**src/rtl/fft_twiddle_addr_gen.sv**
```systemverilog
// Twiddle LUT address generator for a radix-2 DIT FFT: walks every butterfly of every stage.
// Define TWIDDLE_SIN_ADDR_EN to add the quarter-period-shifted sine address output.
module fft_twiddle_addr_gen #(
  parameter int unsigned N_POINTS = 512,
  parameter int unsigned LOG2N    = 9,
  parameter int unsigned ADDR_W   = 10
) (
  input  logic              Clk,
  input  logic              reset,
  input  logic              start,
  input  logic              addr_ready,
  output logic [ADDR_W-1:0] addr,
  output logic              addr_valid,
  output logic [3:0]        stage,
  output logic [LOG2N-2:0]  bfly,
  output logic              last,
  output logic              busy,
`ifdef TWIDDLE_SIN_ADDR_EN
  output logic [ADDR_W-1:0] addr_sin,
`endif
  output logic              done
);

  localparam int unsigned BW       = LOG2N - 1;
  localparam int unsigned SHIFT_UP = ADDR_W - LOG2N;
  localparam logic [BW-1:0] BFLY_MAX  = BW'(N_POINTS / 2 - 1);
  localparam logic [BW-1:0] BFLY_ONES = '1;
  localparam logic [3:0]    STAGE_MAX = 4'(LOG2N - 1);
`ifdef TWIDDLE_SIN_ADDR_EN
  localparam int unsigned SIN_OFF = 3 << (ADDR_W - 2);
`endif

  typedef enum logic [1:0] {S_IDLE, S_RUN, S_FIN} state_e;

  state_e            state_q, state_d;
  logic [3:0]        stage_q, stage_d;
  logic [BW-1:0]     bfly_q, bfly_d;
  logic [ADDR_W-1:0] addr_q, addr_d;
  logic              addr_valid_q, addr_valid_d;
  logic              last_q, last_d;
  logic              busy_q, busy_d;
  logic              done_q, done_d;
`ifdef TWIDDLE_SIN_ADDR_EN
  logic [ADDR_W-1:0] addr_sin_q, addr_sin_d;
`endif

  // addr = ((b mod 2^s) << (LOG2N-1-s)) << (ADDR_W-LOG2N)
  function automatic logic [ADDR_W-1:0] twiddle_addr(input logic [3:0] s, input logic [BW-1:0] b);
    logic [BW-1:0] mask;
    logic [BW-1:0] k;
    mask = ~(BFLY_ONES << s);
    k    = (b & mask) << (4'(BW) - s);
    return ADDR_W'(k) << SHIFT_UP;
  endfunction

  // Next-state and registered-output logic
  always_comb begin
    state_d      = state_q;
    stage_d      = stage_q;
    bfly_d       = bfly_q;
    addr_d       = addr_q;
    addr_valid_d = addr_valid_q;
    last_d       = last_q;
    busy_d       = busy_q;
    done_d       = 1'b0;
`ifdef TWIDDLE_SIN_ADDR_EN
    addr_sin_d   = addr_sin_q;
`endif
    unique case (state_q)
      S_IDLE: begin
        if (start) begin
          state_d      = S_RUN;
          stage_d      = '0;
          bfly_d       = '0;
          addr_d       = '0;
          addr_valid_d = 1'b1;
          busy_d       = 1'b1;
          last_d       = 1'b0;
`ifdef TWIDDLE_SIN_ADDR_EN
          addr_sin_d   = ADDR_W'(SIN_OFF);
`endif
        end
      end
      S_RUN: begin
        if (addr_ready) begin
          if (last_q) begin
            state_d      = S_FIN;
            addr_valid_d = 1'b0;
            busy_d       = 1'b0;
            last_d       = 1'b0;
            done_d       = 1'b1;
          end else begin
            if (bfly_q == BFLY_MAX) begin
              bfly_d  = '0;
              stage_d = stage_q + 4'd1;
            end else begin
              bfly_d  = bfly_q + BW'(1);
            end
            last_d = (stage_d == STAGE_MAX) && (bfly_d == BFLY_MAX);
            addr_d = twiddle_addr(stage_d, bfly_d);
`ifdef TWIDDLE_SIN_ADDR_EN
            addr_sin_d = addr_d + ADDR_W'(SIN_OFF);
`endif
          end
        end
      end
      S_FIN: begin
        state_d = S_IDLE;
      end
      default: begin
        state_d = S_IDLE;
      end
    endcase
  end

  always_ff @(posedge Clk or negedge reset) begin
    if (!reset) begin
      state_q      <= S_IDLE;
      stage_q      <= '0;
      bfly_q       <= '0;
      addr_q       <= '0;
      addr_valid_q <= 1'b0;
      last_q       <= 1'b0;
      busy_q       <= 1'b0;
      done_q       <= 1'b0;
`ifdef TWIDDLE_SIN_ADDR_EN
      addr_sin_q   <= '0;
`endif
    end else begin
      state_q      <= state_d;
      stage_q      <= stage_d;
      bfly_q       <= bfly_d;
      addr_q       <= addr_d;
      addr_valid_q <= addr_valid_d;
      last_q       <= last_d;
      busy_q       <= busy_d;
      done_q       <= done_d;
`ifdef TWIDDLE_SIN_ADDR_EN
      addr_sin_q   <= addr_sin_d;
`endif
    end
  end

  assign addr       = addr_q;
  assign addr_valid = addr_valid_q;
  assign stage      = stage_q;
  assign bfly       = bfly_q;
  assign last       = last_q;
  assign busy       = busy_q;
  assign done       = done_q;
`ifdef TWIDDLE_SIN_ADDR_EN
  assign addr_sin   = addr_sin_q;
`endif

endmodule

```
**config.mk**
```make
export PLATFORM = sky130hd
export DESIGN_NAME = fft_twiddle_addr_gen
export DESIGN_NICKNAME = d
export VERILOG_FILES = /design/src/rtl/fft_twiddle_addr_gen.sv
export SDC_FILE = /design/constraint.sdc
export NUM_CORES = 1
export LEC_CHECK = 0
export BUFFER_PORTS_ARGS = -buffer_cell sky130_fd_sc_hd__buf_2
export CAP_MARGIN = 15
export CORE_ASPECT_RATIO = 0.5
export CORE_MARGIN = 2
export CORE_UTILIZATION = 50
export CTS_CLUSTER_DIAMETER = 80
export DETAILED_ROUTE_END_ITERATION = 7
export HOLD_SLACK_MARGIN = 0.08
export PLACE_DENSITY = 0.85
export SYNTH_ARGS = -nofsm -noshare
export SYNTH_HDL_FRONTEND = slang
export SYNTH_SLANG_ARGS = --single-unit
```
**constraint.sdc**
```tcl
create_clock -name Clk -period 2.5 [get_ports Clk]
set_input_delay 0.5 -clock Clk [delete_from_list [all_inputs] [get_ports Clk]]
set_output_delay 0.5 -clock Clk [all_outputs]
set_load 0.02 [all_outputs]
```
==> results.ini <==
[worst_setup_path]
critical_path.startpoint=bfly[1]$_DFFE_PN0P_
endpoint=addr[6]$_DFFE_PN0P_
rrSetupSlack_ps=50
reg2reg_from=bfly[1]$_DFFE_PN0P_
required_ps=2670
critPathArrivalTime_ps=2630
start_kind=flip-flop
crit_path_end_kind=flip-flop
critPathMaxFanout=6
r2r-end=addr[6]$_DFFE_PN0P_
path_class=flip-flop to flip-flop
reg2reg_depth=12

[sta]
finalCritPeriodShare_pct=98.2
finalHoldViolCount=0
tightest_slew_ps=889
finalClockSkew_ps=1.78
slew_headroom_pct=40.6
maxSlewViolCount=0
setup_viol=0
setup_tns_ps=0
fmax_mhz=407
min_period_ps=2450
rsz0062_at_grt=true

[job]
maxCapViolations=0

[die]
initial_core_util_pct=54.5
row_count=15
die_w_um=92.1
io_pins=30
die_area_um2=4430
core_area_um2=3570
die_y_um=48.1

[clock_tree]
clkTransAtPathRegs_ps=90
cts.sink_count=25
tritoncts=built
htreeDepth=1
ctsLongestPathBuffers=2
holdBufCountCts=0
clk_latency_ps=270
root_buffer=clkbuf_8
cts_buffers=3

[layout]
area_delta_synth_final_pct=24.5
nNetsFinal=271
diodes=0
final_core_util_pct=67.8
drive_gt1_share_pct=39.7

[pwr]
peakVddDrop_mv=0.263
static-leakage-power_nw=1.07
p_switching_uw=497
p_comb_share_pct=42.1
pwr-share-seq_pct=38.2
power_density_nw_per_um2=521
p_int_uw=763
p_sw_share_pct=39.5
power_frac_clock_pct=19.7

[global_routing]
antenna_found_initial=0
overflow=0
grt_max_degree=26
grt_first_pass_wirelength_um=8180
grtUsageTotal_pct=24.6
first_global_vias=1639

[logic_synthesis]
synth_most_common_cell=nand2_1
yosys.area.top_type=dfrtp_1
yosys_register_bits=25
synth_top_cells_by_area=dfrtp_1 32%, nand2_1 5.6%, o21ai_0 5.4%
synthArstFlopShare_pct=100
synth_top_area_share_pct=32.2
ys_types=63
avgSynthCellArea_um2=8.95
synth_cells=217
yosys_warnings=0
syn_area_um2=1940
yosysSeqAreaShare_pct=32.2
synth_top_flop_cell=dfrtp_1
synthTopCellsByCount=29 x nand2_1, 25 x dfrtp_1, 21 x o21ai_0
synth_edf_count=0

[routing]
avgRoutedWirePerCell_um=17.7
routed_via_density=6.03
drt-total-wl_um=5540
antenna_left=0
vias=1886
firstDrtPassIters=6
drt_iter0_drc=272
drc=0

[place]
dpl.hpwl_um=3810
portBuffers=27
place_congestion=0.922

[run_status]
outcome=completed

[worst_hold_path]
hold_class=input pin to async pin

per-layer routing:
layer	track usage, %	up-vias	part of all wire [%]
met5	0	-	0
met4	4.78	0	0.58
met3	6.30	6	11
met2	39.1	104	45
met1	35.0	881	44
li1	-	895	-
sequential cells by signal (all words and copies together), names as in the netlist:
signal and count:
last 1, stage 4, addr 8, done 1, state_q 2, bfly 8
busy 1
worst max-delay path, stage by stage (launching register included):
cell and delay (ps):
dfrtp_2 440, ha_4 170, nand3_2 120, buf_4 210, nor4_2 190, or2_2 190
ha_4 130, o21bai_1 60, mux2i_1 220, o21ai_1 130, o311ai_1 100, a22oi_1 100
o31ai_1 280
worst min path at each step:
stage	start	endpoint	slack (ps)
after global routing	reset	bfly[7]$_DFFE_PN0P_	250
after CTS	reset	bfly[4]$_DFFE_PN0P_	230
after global placement	state_q[1]$_DFFE_PN0P_	state_q[0]$_DFFE_PN0P_	450
final	reset	bfly[7]$_DFFE_PN0P_	220
after detailed placement	state_q[1]$_DFFE_PN0P_	state_q[0]$_DFFE_PN0P_	450
after floorplan	reset	addr[1]$_DFFE_PN0P_	200
power by group through the flow:
stage | combinational, mW | clock (mW) | sequential [mW]
after floorplan | 0.292 | 0 | 0.527
after CTS | 0.469 | 0.256 | 0.480
after global placement | 0.458 | 0 | 0.485
after detailed placement | 0.465 | 0 | 0.488
after global routing | 0.562 | 0.265 | 0.487
final | 0.530 | 0.249 | 0.482
cells in the final DEF (no fill, tap or decap), types with 3 or more instances in the layout:
cell type / synthesis / final
a211oi_1: 3 / 3
a21oi_1: 10 / 8
a31oi_1: 3 / 3
buf_2: 3 / 27
buf_4: 4 / 32
clkbuf_8: 2 / 3
dfrtp_1: 25 / 22
dfrtp_2: 0 / 3
ha_4: 0 / 3
inv_1: 9 / 6
mux2i_1: 4 / 4
nand2_1: 29 / 27
nand3_1: 3 / 3
nand4_1: 3 / 3
nor2_1: 12 / 11
nor3_1: 8 / 5
nor3_2: 0 / 3
o2111ai_1: 3 / 3
o21ai_0: 21 / 19
o31ai_1: 7 / 7
o31ai_2: 3 / 3
o41ai_1: 3 / 3
xnor2_1: 3 / 3
through the flow:
stage / setup WS, ps / power, mW / hold slack (ps) / area (um^2) / instances
4_1_cts: 18.7 / 1.21 / 232 / 2270 / 306
3_5_place_dp: -24.2 / 0.953 / 454 / 2210 / 302
5_1_grt: -62.9 / 1.31 / 255 / 2420 / 313
6_report: 45.2 / 1.26 / 220 / 2420 / 313
3_3_place_gp: 81.3 / 0.942 / 446 / 2210 / 302
2_1_floorplan: 6.37 / 0.820 / 204 / 1970 / 218
cell type report:
cell class,count,area [um^2]
Clock buffer,3,41.3
Clock inverter,1,5.00
Fill cell,273,1150
Inverter,9,36.3
Multi-Input combinational cell,165,1270
Sequential cell,25,629
Tap cell,51,63.8
Timing Repair Buffer,59,375
logic make-up (layout without fill, tap and decap cells):
kind of cell	count (synthesis)	count (layout)	synth area share, %
xor+xnor	6	6	4.06
simple gates	79	79	23.3
compound gates	70	70	26.6
mux	4	4	2.06
fa+ha+maj	4	4	2.58
flops	25	25	32.2
other cells	1	2	0.193
buf+inv	28	72	8.96
timing repair:
item,in CTS,in global routing
buffers inserted,0,7
endpoints found under the setup margin,1,6
resized for setup,1,25
pin swaps,0,12
Note: power is estimated with default switching activity, not from simulation.
